$ cat config.mk
export PLATFORM = sky130hd
export DESIGN_NAME = dna_reader
export DESIGN_NICKNAME = d
export VERILOG_FILES = /design/src/rtl/dna_pkg.sv /design/src/rtl/dna_port_model.sv /design/src/rtl/dna_reader.sv
export SDC_FILE = /design/constraint.sdc
export NUM_CORES = 1
export LEC_CHECK = 0
export BUFFER_PORTS_ARGS = -buffer_cell sky130_fd_sc_hd__clkbuf_2
export CAP_MARGIN = 20
export CORE_ASPECT_RATIO = 1.5
export CORE_MARGIN = 2
export CORE_UTILIZATION = 35
export CTS_CLUSTER_DIAMETER = 150
export CTS_CLUSTER_SIZE = 16
export DETAILED_ROUTE_END_ITERATION = 10
export PLACE_DENSITY = 0.53
export SLEW_MARGIN = 20
export SYNTH_ARGS = -nofsm -noshare
export SYNTH_HDL_FRONTEND = slang
export SYNTH_HIERARCHICAL = 1
export SYNTH_SLANG_ARGS = --single-unit
$ cat constraint.sdc
create_clock -name clk -period 4 [get_ports clk]
set_input_delay 0.4 -clock clk [delete_from_list [all_inputs] [get_ports clk]]
set_output_delay 0.4 -clock clk [all_outputs]
set_load 0.005 [all_outputs]
$ cat src/rtl/dna_pkg.sv
// Shared types and constants for the device-DNA reader.
// Holds the FSM state type, the standard ID widths and the counter width helper.
package dna_pkg;

    typedef enum logic [1:0] {
        StIdle,
        StLoad,
        StShift,
        StDone
    } dna_state_e;

    localparam int unsigned DNA_WIDTH_7S = 57;
    localparam int unsigned DNA_WIDTH_US = 96;

    function automatic int unsigned cnt_width(input int unsigned w);
        return (w < 2) ? 1 : $clog2(w);
    endfunction

endpackage

$ cat src/rtl/dna_port_model.sv
// Behavioural stand-in for the device-DNA shift primitive.
// READ loads a fixed ID and SHIFT rotates through DIN; DOUT is the register MSB.
module dna_port_model #(
    parameter int unsigned           DNA_WIDTH     = 57,
    parameter logic [DNA_WIDTH-1:0]  SIM_DNA_VALUE = '0
) (
    input  logic clk,
    input  logic rst_n,
    input  logic read_i,
    input  logic shift_i,
    input  logic din_i,
    output logic dout_o
);

    logic [DNA_WIDTH-1:0] reg_q;

    // READ wins over SHIFT when both are asserted
    always_ff @(posedge clk or negedge rst_n) begin
        if (!rst_n) begin
            reg_q <= '0;
        end else if (read_i) begin
            reg_q <= SIM_DNA_VALUE;
        end else if (shift_i) begin
            reg_q <= {reg_q[DNA_WIDTH-2:0], din_i};
        end
    end

    assign dout_o = reg_q[DNA_WIDTH-1];

endmodule

$ cat src/rtl/dna_reader.sv
// Sequences a device-DNA primitive through READ then DNA_WIDTH SHIFTs and captures the ID.
// The ID is held with valid_o until the next start request.
module dna_reader
    import dna_pkg::*;
#(
    parameter int unsigned          DNA_WIDTH     = DNA_WIDTH_7S,
    parameter bit                   SIM_MODE      = 1'b0,
    parameter logic [DNA_WIDTH-1:0] SIM_DNA_VALUE = '0,
    parameter bit                   AUTO_START    = 1'b1
) (
    input  logic                 clk,
    input  logic                 rst_n,
    input  logic                 start_i,
    input  logic                 dna_dout_i,
    output logic                 dna_read_o,
    output logic                 dna_shift_o,
    output logic                 dna_din_o,
    output logic [DNA_WIDTH-1:0] dna_o,
    output logic                 valid_o,
    output logic                 busy_o
);

    localparam int unsigned    CntW    = cnt_width(DNA_WIDTH);
    localparam logic [CntW-1:0] CntLast = CntW'(DNA_WIDTH - 1);

    dna_state_e      state_q;
    logic [CntW-1:0] cnt_q;
    logic            auto_q;
    logic            dout;

    if (SIM_MODE) begin : g_model
        logic unused_dout;
        logic model_dout;

        assign unused_dout = dna_dout_i;

        dna_port_model #(
            .DNA_WIDTH     (DNA_WIDTH),
            .SIM_DNA_VALUE (SIM_DNA_VALUE)
        ) u_model (
            .clk     (clk),
            .rst_n   (rst_n),
            .read_i  (dna_read_o),
            .shift_i (dna_shift_o),
            .din_i   (dna_din_o),
            .dout_o  (model_dout)
        );

        assign dout = model_dout;
    end else begin : g_port
        assign dout = dna_dout_i;
    end

    // Feeding DOUT back to DIN rotates the primitive back to its loaded image
    assign dna_din_o = dout;

    always_ff @(posedge clk or negedge rst_n) begin
        if (!rst_n) begin
            state_q     <= StIdle;
            cnt_q       <= '0;
            auto_q      <= AUTO_START;
            dna_o       <= '0;
            valid_o     <= 1'b0;
            busy_o      <= 1'b0;
            dna_read_o  <= 1'b0;
            dna_shift_o <= 1'b0;
        end else begin
            unique case (state_q)
                StIdle, StDone: begin
                    if (start_i || auto_q) begin
                        state_q    <= StLoad;
                        auto_q     <= 1'b0;
                        cnt_q      <= '0;
                        dna_o      <= '0;
                        valid_o    <= 1'b0;
                        busy_o     <= 1'b1;
                        dna_read_o <= 1'b1;
                    end
                end
                StLoad: begin
                    state_q     <= StShift;
                    cnt_q       <= '0;
                    dna_read_o  <= 1'b0;
                    dna_shift_o <= 1'b1;
                end
                StShift: begin
                    dna_o <= {dna_o[DNA_WIDTH-2:0], dout};
                    if (cnt_q == CntLast) begin
                        state_q     <= StDone;
                        dna_shift_o <= 1'b0;
                        busy_o      <= 1'b0;
                        valid_o     <= 1'b1;
                    end else begin
                        cnt_q <= cnt_q + 1'b1;
                    end
                end
                default: begin
                    state_q <= StIdle;
                end
            endcase
        end
    end

endmodule
==> summary.txt <==
Finish
  • Synth-to-Final Area Change: 23.6%
  • Non-filler instance count after layout: 375
  • Ant diodes: 0
  • Utilization after layout: 44.9%
  • Multi-input gate area: 902 um^2
  • Fill count: 755
  • Register area: 1750 um^2
  • Layout cells sized above 1: 31.5%
  • Nets: 277

GRT
  • Global Route met3 Usage: 4.94%
  • GR peak layer: met2
  • First-pass GRT wire length: 9600 um
  • Met2 Use GR: 20.9%
  • Remaining global-route overflow: 0
  • Met1 usage in global routing: 18.4%
  • Initial antenna violation count: 0
  • Largest net degree at the start of global routing: 59
  • Vias in the first global route: 1860
  • GRT Total Usage: 14.1%

Clocking
  • Clk buf depth: 2
  • Hold_buf cts: 0
  • Postcts setup bufs: 0
  • Root Driver: clkbuf_16
  • Worst-Skew Late Latency: 320 ps
  • CTS sink cnt: 70
  • TritonCTS clock tree: yes
  • Htree depth: 3
  • CTS buffer count: 9
  • Clock transition at the registers of the reported paths: 50 ps
  • CTS resizes: 0

Routing
  • Vias/cell: 5.17
  • WL/cell: 15.5 um
  • Vias: 1939
  • Drt drc: 0
  • First-pass DRT Iterations: 4
  • Number of routed nets with antenna violations: 0
  • Routed WL: 5820 um
  • Initial DRC Count: 123

Yosys
  • Largest family of logic cells by synthesized area: compound AO/OA/AOI/OAI gates
  • Post-synthesis adder-cell area fraction: 2.25%
  • Async SR Flop Fraction: 100%
  • Largest cells by area after synthesis: dfrtp_1 62%, a22o_1 18%, ha_1 2.2%
  • Post-Syn Instances: 207
  • Synth area leader: dfrtp_1
  • Most frequent cell after synthesis: dfrtp_1
  • Multiplexer share of the synthesized area: 0.360%
  • Syn. warnings: 6
  • Sequential element share of the synthesized area: 63.0%
  • Netlist cell types: 38
  • XOR/XNOR Fraction of Synth Area: 0%
  • Synth Net Count: 216
  • Post-synth top flop: dfrtp_1
  • EDFF count, synth: 0
  • Post-synthesis cell area: 2780 um^2
  • Post-Synth Simple-Gate Area: 5.89%
  • Post-Syn Area per Cell: 13.4 um^2
  • Synth Register Bits: 70
  • Synth cell count leaders: 69 x dfrtp_1, 57 x a22o_1, 7 x inv_1, 7 x nand2_1
  • Synth Area in Compound Gates: 23.5%
  • Yosys top cell area share: 62.0%

Die
  • Die H: 113 um
  • Initial Utilization: 36.3%
  • Core area: 7660 um^2
  • Die width: 76.8 um
  • I/O Pins: 66
  • Die area: 8700 um^2
  • Row count: 39

Worst setup path
  • Req. time, crit path: 4250 ps
  • CP endpoint: dna_o[8]
  • Slowest cell on the critical path: or3b_1
  • CP Max Fanout: 47
  • R2r startpoint: state_q[0]
  • Cells along the critical path: inv_1, ha_1, or3b_1, o21ai_4, buf_4, a22o_1
  • Worst r2r path cells: 6
  • WS Path Type: reg2reg
  • CP Launch Type: register
  • Internal reg-to-reg setup slack: 1620 ps
  • RR Endpoint: dna_o[8]
  • CP startpoint: state_q[0]
  • Crit. End Element: register
  • Crit-path max cell delay: 530 ps
  • Worst Path Arrival: 2630 ps

STA
  • RSZ-0062 raised after global routing: no
  • Period utilisation layout: 59.4%
  • Final hold vios: 0
  • Setup_tns: 0 ps
  • Max_slew headroom: 42.1%
  • Final Setup Violations: 0
  • Achievable frequency: 0.421 GHz
  • Worst-Margin Slew: 867 ps
  • Fin. max-slew vios: 0
  • Final Skew: 3.17 ps
  • Final critical-path required period: 2380 ps

Hold path
  • Worst Hold Class: in2async

Power
  • Maximum VDD drop: 0.000444 V
  • Leakage power: 1.77 nW
  • Logic pwr share: 24.6%
  • Part of the power in the clock network: 37.3%
  • Sw Ratio: 33.5%
  • Psw: 0.667 mW
  • PwrDens: 579 nW/um^2
  • Sequential power share: 38.1%
  • Int Pwr: 1.32 mW

Run
  • Max cap viols: 0

Placement
  • Routability Congestion: 0.767
  • DP HPWL: 3720 um
  • I/O Buffers: 65
  • Cells after DPL: 359

Outcome
  • Status: complete, no violations
==> metrics by stage <==
step | instance area [um^2] | power [mW] | hold WS (ps) | setup WS (ps)
after CTS | 3440 | 2.02 | 258 | 1610
final | 3440 | 1.99 | 65.3 | 1620
after global routing | 3440 | 2.12 | 114 | 1480
after floorplan | 2780 | 1.20 | 104 | 1970
after global placement | 3150 | 1.26 | 487 | 1680
after detailed placement | 3150 | 1.27 | 496 | 1630
==> routing by layer <==
layer  share of wire (%)  wire length, um  vias up
li1                    -                -      903
met1                  45             2640      974
met2                  48             2790       51
met3                 4.7              274       11
met4                 2.1              123        0
met5                   0                0        -
==> power by group through the flow <==
| stage | sequential [mW] | clock, mW | combinational (mW) |
|---|---|---|---|
| floorplan | 0.768 | 0 | 0.431 |
| global placement | 0.770 | 0 | 0.493 |
| detailed placement | 0.771 | 0 | 0.498 |
| CTS | 0.759 | 0.765 | 0.497 |
| global route | 0.762 | 0.804 | 0.550 |
| finish | 0.759 | 0.743 | 0.490 |
==> final cells by class <==
| class | instances | share of cell area, % |
|---|---|---|
| Clock buffer | 13 | 7.86 |
| Clock inverter | 3 | 0.509 |
| Sequential cell | 70 | 51.0 |
| Multi-Input combinational cell | 113 | 26.2 |
| Tap cell | 102 | 3.71 |
| Inverter | 7 | 0.764 |
| Timing Repair Buffer | 67 | 9.97 |
==> worst min path at each step <==
stage	endpoint	slack, ps	depth (start not counted)
2_1_floorplan	busy_o	100	0
3_3_place_gp	dna_o[56]	490	1
6_report	dna_o[30]	70	1
5_1_grt	dna_o[32]	110	1
4_1_cts	dna_o[30]	260	1
3_5_place_dp	dna_o[56]	500	1
==> sequential cells by signal, summed over array words and instances, names as in the netlist <==
register and flops:
dna_shift_o 1, auto_q 1, valid_o 1, cnt_q 6
state_q 2, dna_o 57, busy_o 1, dna_read_o 1
==> critical path, delay by kind of cell (launching register included) <==
family / cells / cell delay (ps)
AND/OR/NAND/NOR: 1 / 530
buffers and inverters: 2 / 540
AO/OA/AOI/OAI: 2 / 420
adder cells (fa/ha/maj): 1 / 410
flip-flops: 1 / 360
==> placed cells by master (no fill, tap or decap), types with 3 or more instances in the layout <==
cell type  instances
ha_1               5
a21oi_1            3
buf_4              3
dfrtp_1           69
nand2_1            7
a22o_1            57
clkbuf_2          64
clkbuf_8           3
clkbuf_16          9
nand4b_1           3
o21ai_0            4
inv_1              7
nand3_1            5
==> logic make-up (layout without fill, tap and decap cells) <==
family,after synthesis,in the layout
compound gates,79,79
fa+ha+maj,5,5
buf+inv,24,90
flops,70,70
mux,1,1
simple gates,28,28
(Power assumes the default switching activity.)
